==> src/rtl/button_encoder_pkg.sv <==
// Shared types and defaults for the push-button encoder.
// Holds the FSM state type, default parameters and the saturating counter helper.
package button_encoder_pkg;

  localparam int unsigned NBUTTONS_DEF        = 20;
  localparam int unsigned DEBOUNCE_CYCLES_DEF = 3;
  localparam int unsigned CNT_W               = 4;
  localparam int unsigned CODE_W              = 5;

  typedef enum logic [1:0] {
    IDLE,
    DEBOUNCE,
    PRESSED,
    RELEASE
  } state_e;

  function automatic logic [CNT_W-1:0] sat_inc(input logic [CNT_W-1:0] v);
    return (v == '1) ? v : v + 1'b1;
  endfunction

endpackage

==> src/rtl/pb_sync.sv <==
// Two-flop synchronizer for a vector of asynchronous levels.
// Both stages are cleared by a synchronous active-high reset.
module pb_sync #(
  parameter int unsigned WIDTH = 1
) (
  input  logic             clk_i,
  input  logic             rst_i,
  input  logic [WIDTH-1:0] d_i,
  output logic [WIDTH-1:0] q_o
);

  logic [WIDTH-1:0] meta_q;
  logic [WIDTH-1:0] sync_q;

  always_ff @(posedge clk_i) begin
    if (rst_i) begin
      meta_q <= '0;
      sync_q <= '0;
    end else begin
      meta_q <= d_i;
      sync_q <= meta_q;
    end
  end

  assign q_o = sync_q;

endmodule

==> src/rtl/button_encoder.sv <==
// Debounced push-button encoder: reports the highest pressed index once per press,
// with a one-cycle strobe and a held flag until the release has settled.
module button_encoder
  import button_encoder_pkg::*;
#(
  parameter int unsigned NBUTTONS        = NBUTTONS_DEF,
  parameter int unsigned DEBOUNCE_CYCLES = DEBOUNCE_CYCLES_DEF
) (
  input  logic                hz100,
  input  logic                reset,
  input  logic [NBUTTONS-1:0] pb,
  output logic [CODE_W-1:0]   code,
  output logic                strobe,
  output logic                held
);

  localparam logic [CNT_W-1:0] CNT_LAST = CNT_W'(DEBOUNCE_CYCLES - 1);

  logic [NBUTTONS-1:0] sv;

  state_e              state_q, state_d;
  logic [CNT_W-1:0]    cnt_q, cnt_d;
  logic [NBUTTONS-1:0] cand_q, cand_d;
  logic [CODE_W-1:0]   code_q, code_d;
  logic                strobe_q, strobe_d;
  logic                accept;
  logic [CODE_W-1:0]   prio_idx;

  pb_sync #(
    .WIDTH(NBUTTONS)
  ) u_sync (
    .clk_i(hz100),
    .rst_i(reset),
    .d_i  (pb),
    .q_o  (sv)
  );

  // Later (higher) indices overwrite earlier ones, so the highest set bit wins.
  always_comb begin
    prio_idx = '0;
    for (int unsigned i = 0; i < NBUTTONS; i++) begin
      if (cand_q[i]) prio_idx = CODE_W'(i);
    end
  end

  always_ff @(posedge hz100) begin
    if (reset) begin
      state_q <= IDLE;
      cnt_q   <= '0;
      cand_q  <= '0;
    end else begin
      state_q <= state_d;
      cnt_q   <= cnt_d;
      cand_q  <= cand_d;
    end
  end

  always_comb begin
    state_d = state_q;
    cnt_d   = cnt_q;
    cand_d  = cand_q;
    accept  = 1'b0;
    case (state_q)
      IDLE: begin
        if (sv != '0) begin
          cand_d  = sv;
          cnt_d   = '0;
          state_d = DEBOUNCE;
        end
      end
      DEBOUNCE: begin
        if (sv == '0) begin
          state_d = IDLE;
        end else if (sv != cand_q) begin
          cand_d = sv;
          cnt_d  = '0;
        end else if (cnt_q == CNT_LAST) begin
          accept  = 1'b1;
          state_d = PRESSED;
        end else begin
          cnt_d = sat_inc(cnt_q);
        end
      end
      PRESSED: begin
        if (sv == '0) begin
          cnt_d   = '0;
          state_d = RELEASE;
        end
      end
      RELEASE: begin
        if (sv != '0) begin
          cnt_d   = '0;
          state_d = PRESSED;
        end else if (cnt_q == CNT_LAST) begin
          state_d = IDLE;
        end else begin
          cnt_d = sat_inc(cnt_q);
        end
      end
      default: state_d = IDLE;
    endcase
  end

  always_comb begin
    code_d   = accept ? prio_idx : code_q;
    strobe_d = accept;
    held     = (state_q == PRESSED) || (state_q == RELEASE);
  end

  always_ff @(posedge hz100) begin
    if (reset) begin
      code_q   <= '0;
      strobe_q <= 1'b0;
    end else begin
      code_q   <= code_d;
      strobe_q <= strobe_d;
    end
  end

  assign code   = code_q;
  assign strobe = strobe_q;

endmodule

==> config.mk <==
export PLATFORM = sky130hd
export DESIGN_NAME = button_encoder
export DESIGN_NICKNAME = d
export VERILOG_FILES = /design/src/rtl/button_encoder_pkg.sv /design/src/rtl/pb_sync.sv /design/src/rtl/button_encoder.sv
export SDC_FILE = /design/constraint.sdc
export NUM_CORES = 1
export LEC_CHECK = 0
export ABC_CLOCK_PERIOD_IN_PS = 4250
export CAP_MARGIN = 20
export CELL_PAD_IN_SITES_DETAIL_PLACEMENT = 1
export CELL_PAD_IN_SITES_GLOBAL_PLACEMENT = 1
export CORE_MARGIN = 10
export CORE_UTILIZATION = 45
export CTS_CLUSTER_DIAMETER = 80
export DETAILED_ROUTE_END_ITERATION = 8
export DONT_BUFFER_PORTS = 1
export GPL_TIMING_DRIVEN = 0
export PLACE_DENSITY_LB_ADDON = 0.15
export SYNTH_ARGS = -nofsm -noshare
export SYNTH_HDL_FRONTEND = slang
export SYNTH_HIERARCHICAL = 1
export SYNTH_SLANG_ARGS = --single-unit
==> constraint.sdc <==
create_clock -name hz100 -period 4.25 [get_ports hz100]
set_input_delay 0.85 -clock hz100 [delete_from_list [all_inputs] [get_ports hz100]]
set_output_delay 0.85 -clock hz100 [all_outputs]
set_load 0.02 [all_outputs]
==> results by group <==
Run status
  • Status: finished, final reports clean

STA
  • Min Hold Slack: 0.439 ns
  • Min Tclk post-route: 2.18 ns
  • Post-route setup TNS: 0 ns
  • Unrepaired setup endpoints after global routing: false
  • Worst Skew: 0.00792 ns
  • Final setup violating endpoints: 0
  • Upper clock frequency limit: 460 MHz
  • Worst Max-Slew Pin Slew: 0.621 ns
  • Final period util: 51.2%
  • Slew Viols, Final: 0
  • Worst rel slew slack: 58.5%
  • Hold Violations, Final: 0

Cells and area
  • Commonest non-fill, non-tap cells in the layout: dfxtp_1 (72), nor2_1 (32), nor2b_2 (30), xnor2_1 (20), mux2i_1 (20)
  • Final cell count without fillers: 386
  • Post-route cell area: 0.00325 sq mm
  • P&R area growth vs syn: 10.7%
  • Layout cells sized above 1: 18.8%
  • # fillers: 737
  • Nets@finish: 328
  • Antenna diode count: 0
  • Leading cell type in the layout, fill and taps excluded: dfxtp_1

Power
  • Pwr/cell area: 443 mW/mm^2
  • VDD IR-drop max: 0.000291 V
  • Lkg Pwr: 1.28 nW

Hold path
  • Min-Delay Path Class: register to register
  • Hold_sp: u_sync/meta_q[8]
  • Hold endpoint: u_sync/q_o[8]
  • Hold path depth: 1

Logic synthesis
  • Cell area after synthesis: 0.00294 sq mm
  • Dominant cells by area after synthesis: dfxtp_1 (49%), nor2b_2 (8.9%), mux2i_1 (6.8%), xnor2_1 (6.0%), nor2_1 (4.1%)
  • Sequential area share after synthesis: 49.1%
  • Syn_area_per_cell: 10.0 sq um
  • Post-synth top area cell: dfxtp_1
  • Synth top area share: 49.1%
  • Synth Register Bits: 72
  • Synth Warn #: 6
  • Syn Nets: 317
  • Post-synth cell types: 44
  • Syn Inst Count: 293

Worst setup path
  • R2r setup slk: 2.07 ns
  • Critical path type: register to register
  • Worst setup EP type: register
  • WP data arrival: 2.45 ns
  • Worst Path Required: 4.53 ns
  • Worst setup path start: cnt_q[0]
  • RR Startpoint: cnt_q[0]
  • Setup crit start kind: register
  • R2R Path End: code[3]
  • Reg2reg path depth: 7
  • Crit path max fanout: 10

Global routing
  • GRT Total Usage: 13.7%
  • Global-route wire length before repair: 11000 um
  • Initial antenna violation count: 0
  • Total grt overflow: 0
  • Vias in the first global route: 2221
  • Largest net degree at the start of global routing: 14

Die
  • Die Y: 101 um
  • Die W: 101 um
  • Initial Util: 46.3%
  • Site row count: 29
  • DIE AREA: 0.0102 sq mm
  • IO Count: 29
  • CORE AREA: 0.00635 sq mm

Placed design
  • Placement Cell Area: 0.00303 sq mm
  • Post-DP HPWL: 4800 um
  • Dpl cells: 370
  • RD Place Congestion: 0.832
  • Port Buffers: 0

Drt
  • Drt pass-1 iters: 4
  • Routed len/inst: 16.6 um
  • Final WL: 6420 um
  • Vias after detailed routing: 2062
  • DR vias/cell: 5.34
  • Antenna Violating Nets Remaining: 0
  • Drt drc: 0
  • 1st-iter DRT viols: 60

Clocking
  • Post-CTS Resized: 0
  • Clk Latency, worst-skew pair: 0.35 ns
  • Clk buf depth: 2
  • Num CTS Buffers: 9
  • CTS tree: done
  • Post-CTS setup repair buffer count: 0
  • Root buf cell: clkbuf_8
  • Clk sinks: 72
  • H-tree depth: 3
  • CTS clk-pin slew, worst paths: 0.08 ns
  • Cts-stage hold buffer count: 0

Flow run
  • Max_cap viols: 0
## metrics by stage
stage	worst slack [ns]	util (%)	power, W
floorplan	2.45	-	0.000827
global placement	2.14	47.8	0.000854
detailed placement	2.11	47.8	0.000857
CTS	2.08	51.2	0.00146
global route	1.88	51.2	0.00151
finish	2.07	51.2	0.00144
## kinds of logic (layout without fill, tap and decap cells)
| kind of cell | after synthesis | in the layout | share of synthesized area, % |
|---|---|---|---|
| adder cells (fa/ha/maj) | 2 | 2 | 0.852 |
| multiplexers | 20 | 20 | 6.81 |
| buffers and inverters | 21 | 37 | 3.45 |
| AO/OA/AOI/OAI | 36 | 36 | 8.82 |
| XOR/XNOR | 20 | 20 | 5.96 |
| flip-flops | 72 | 72 | 49.1 |
| AND/OR/NAND/NOR | 122 | 122 | 25.0 |
## report_power, final
group          switching (W)  internal (W)
clock               0.000265      0.000334
sequential         0.0000214      0.000699
combinational      0.0000665     0.0000535
## worst max-delay path: stages (launching register included)
cell     delay (ns)
dfxtp_1        0.36
inv_1          0.07
ha_1           0.15
nor3b_1        0.53
and2_1         0.31
nand4_4        0.20
a211o_1        0.36
a21oi_1        0.13
## sequential cells by signal, indices dropped and copies added (netlist names), named ones only
name and count:
state_q 1, u_sync/meta_q 20, cnt_q 4, strobe 1, u_sync/q_o 20, code 5, cand_q 20
## Yosys cell counts, drive strengths merged
master and number:
o221ai 1, nor2 33, a41o 1, a31oi 1
o22a 1, nand3 7, nand2b 1, o41ai 1
a21oi 9, a311oi 1, or2 1, o21a 1
nor3b 1, xnor2 20, nand2 13, inv 10
buf 2, o311ai 1, clkbuf 9, nor3 9
ha 2, o21bai 1, a221oi 2, and2 1
nand4 7, a41oi 1, a31o 4, o32ai 1
nor4 7, a211oi 1, dfxtp 72, or3 1
mux2i 20, o211ai 2, a22o 1, nor4b 1
a211o 2, o21ai 4, nor2b 40
## worst max path at each step
stage | to | cells after the start
CTS | code[3] | 7
detailed placement | code[3] | 7
global placement | code[3] | 7
global route | code[2] | 7
finish | code[3] | 7
floorplan | code[3] | 7
## layer usage
metal  part of all wire (%)  track usage (%)
met1                     46             16.4
met4                    1.4             5.22
met5                      0                0
met2                     47             21.9
met3                    5.1             4.73
## final cells by class
| type | instances | area (sq um) | share of cell area, % |
|---|---|---|---|
| multi-input combinational | 200 | 1400 | 42.9 |
| sequential | 72 | 1440 | 44.3 |
| clock buffer | 10 | 128 | 3.92 |
| clock inverter | 6 | 90.1 | 2.77 |
| inverter | 10 | 37.5 | 1.15 |
| tap | 77 | 96.3 | 2.96 |
| buffer | 11 | 63.8 | 1.96 |
Power figures use the tool's default switching activity.
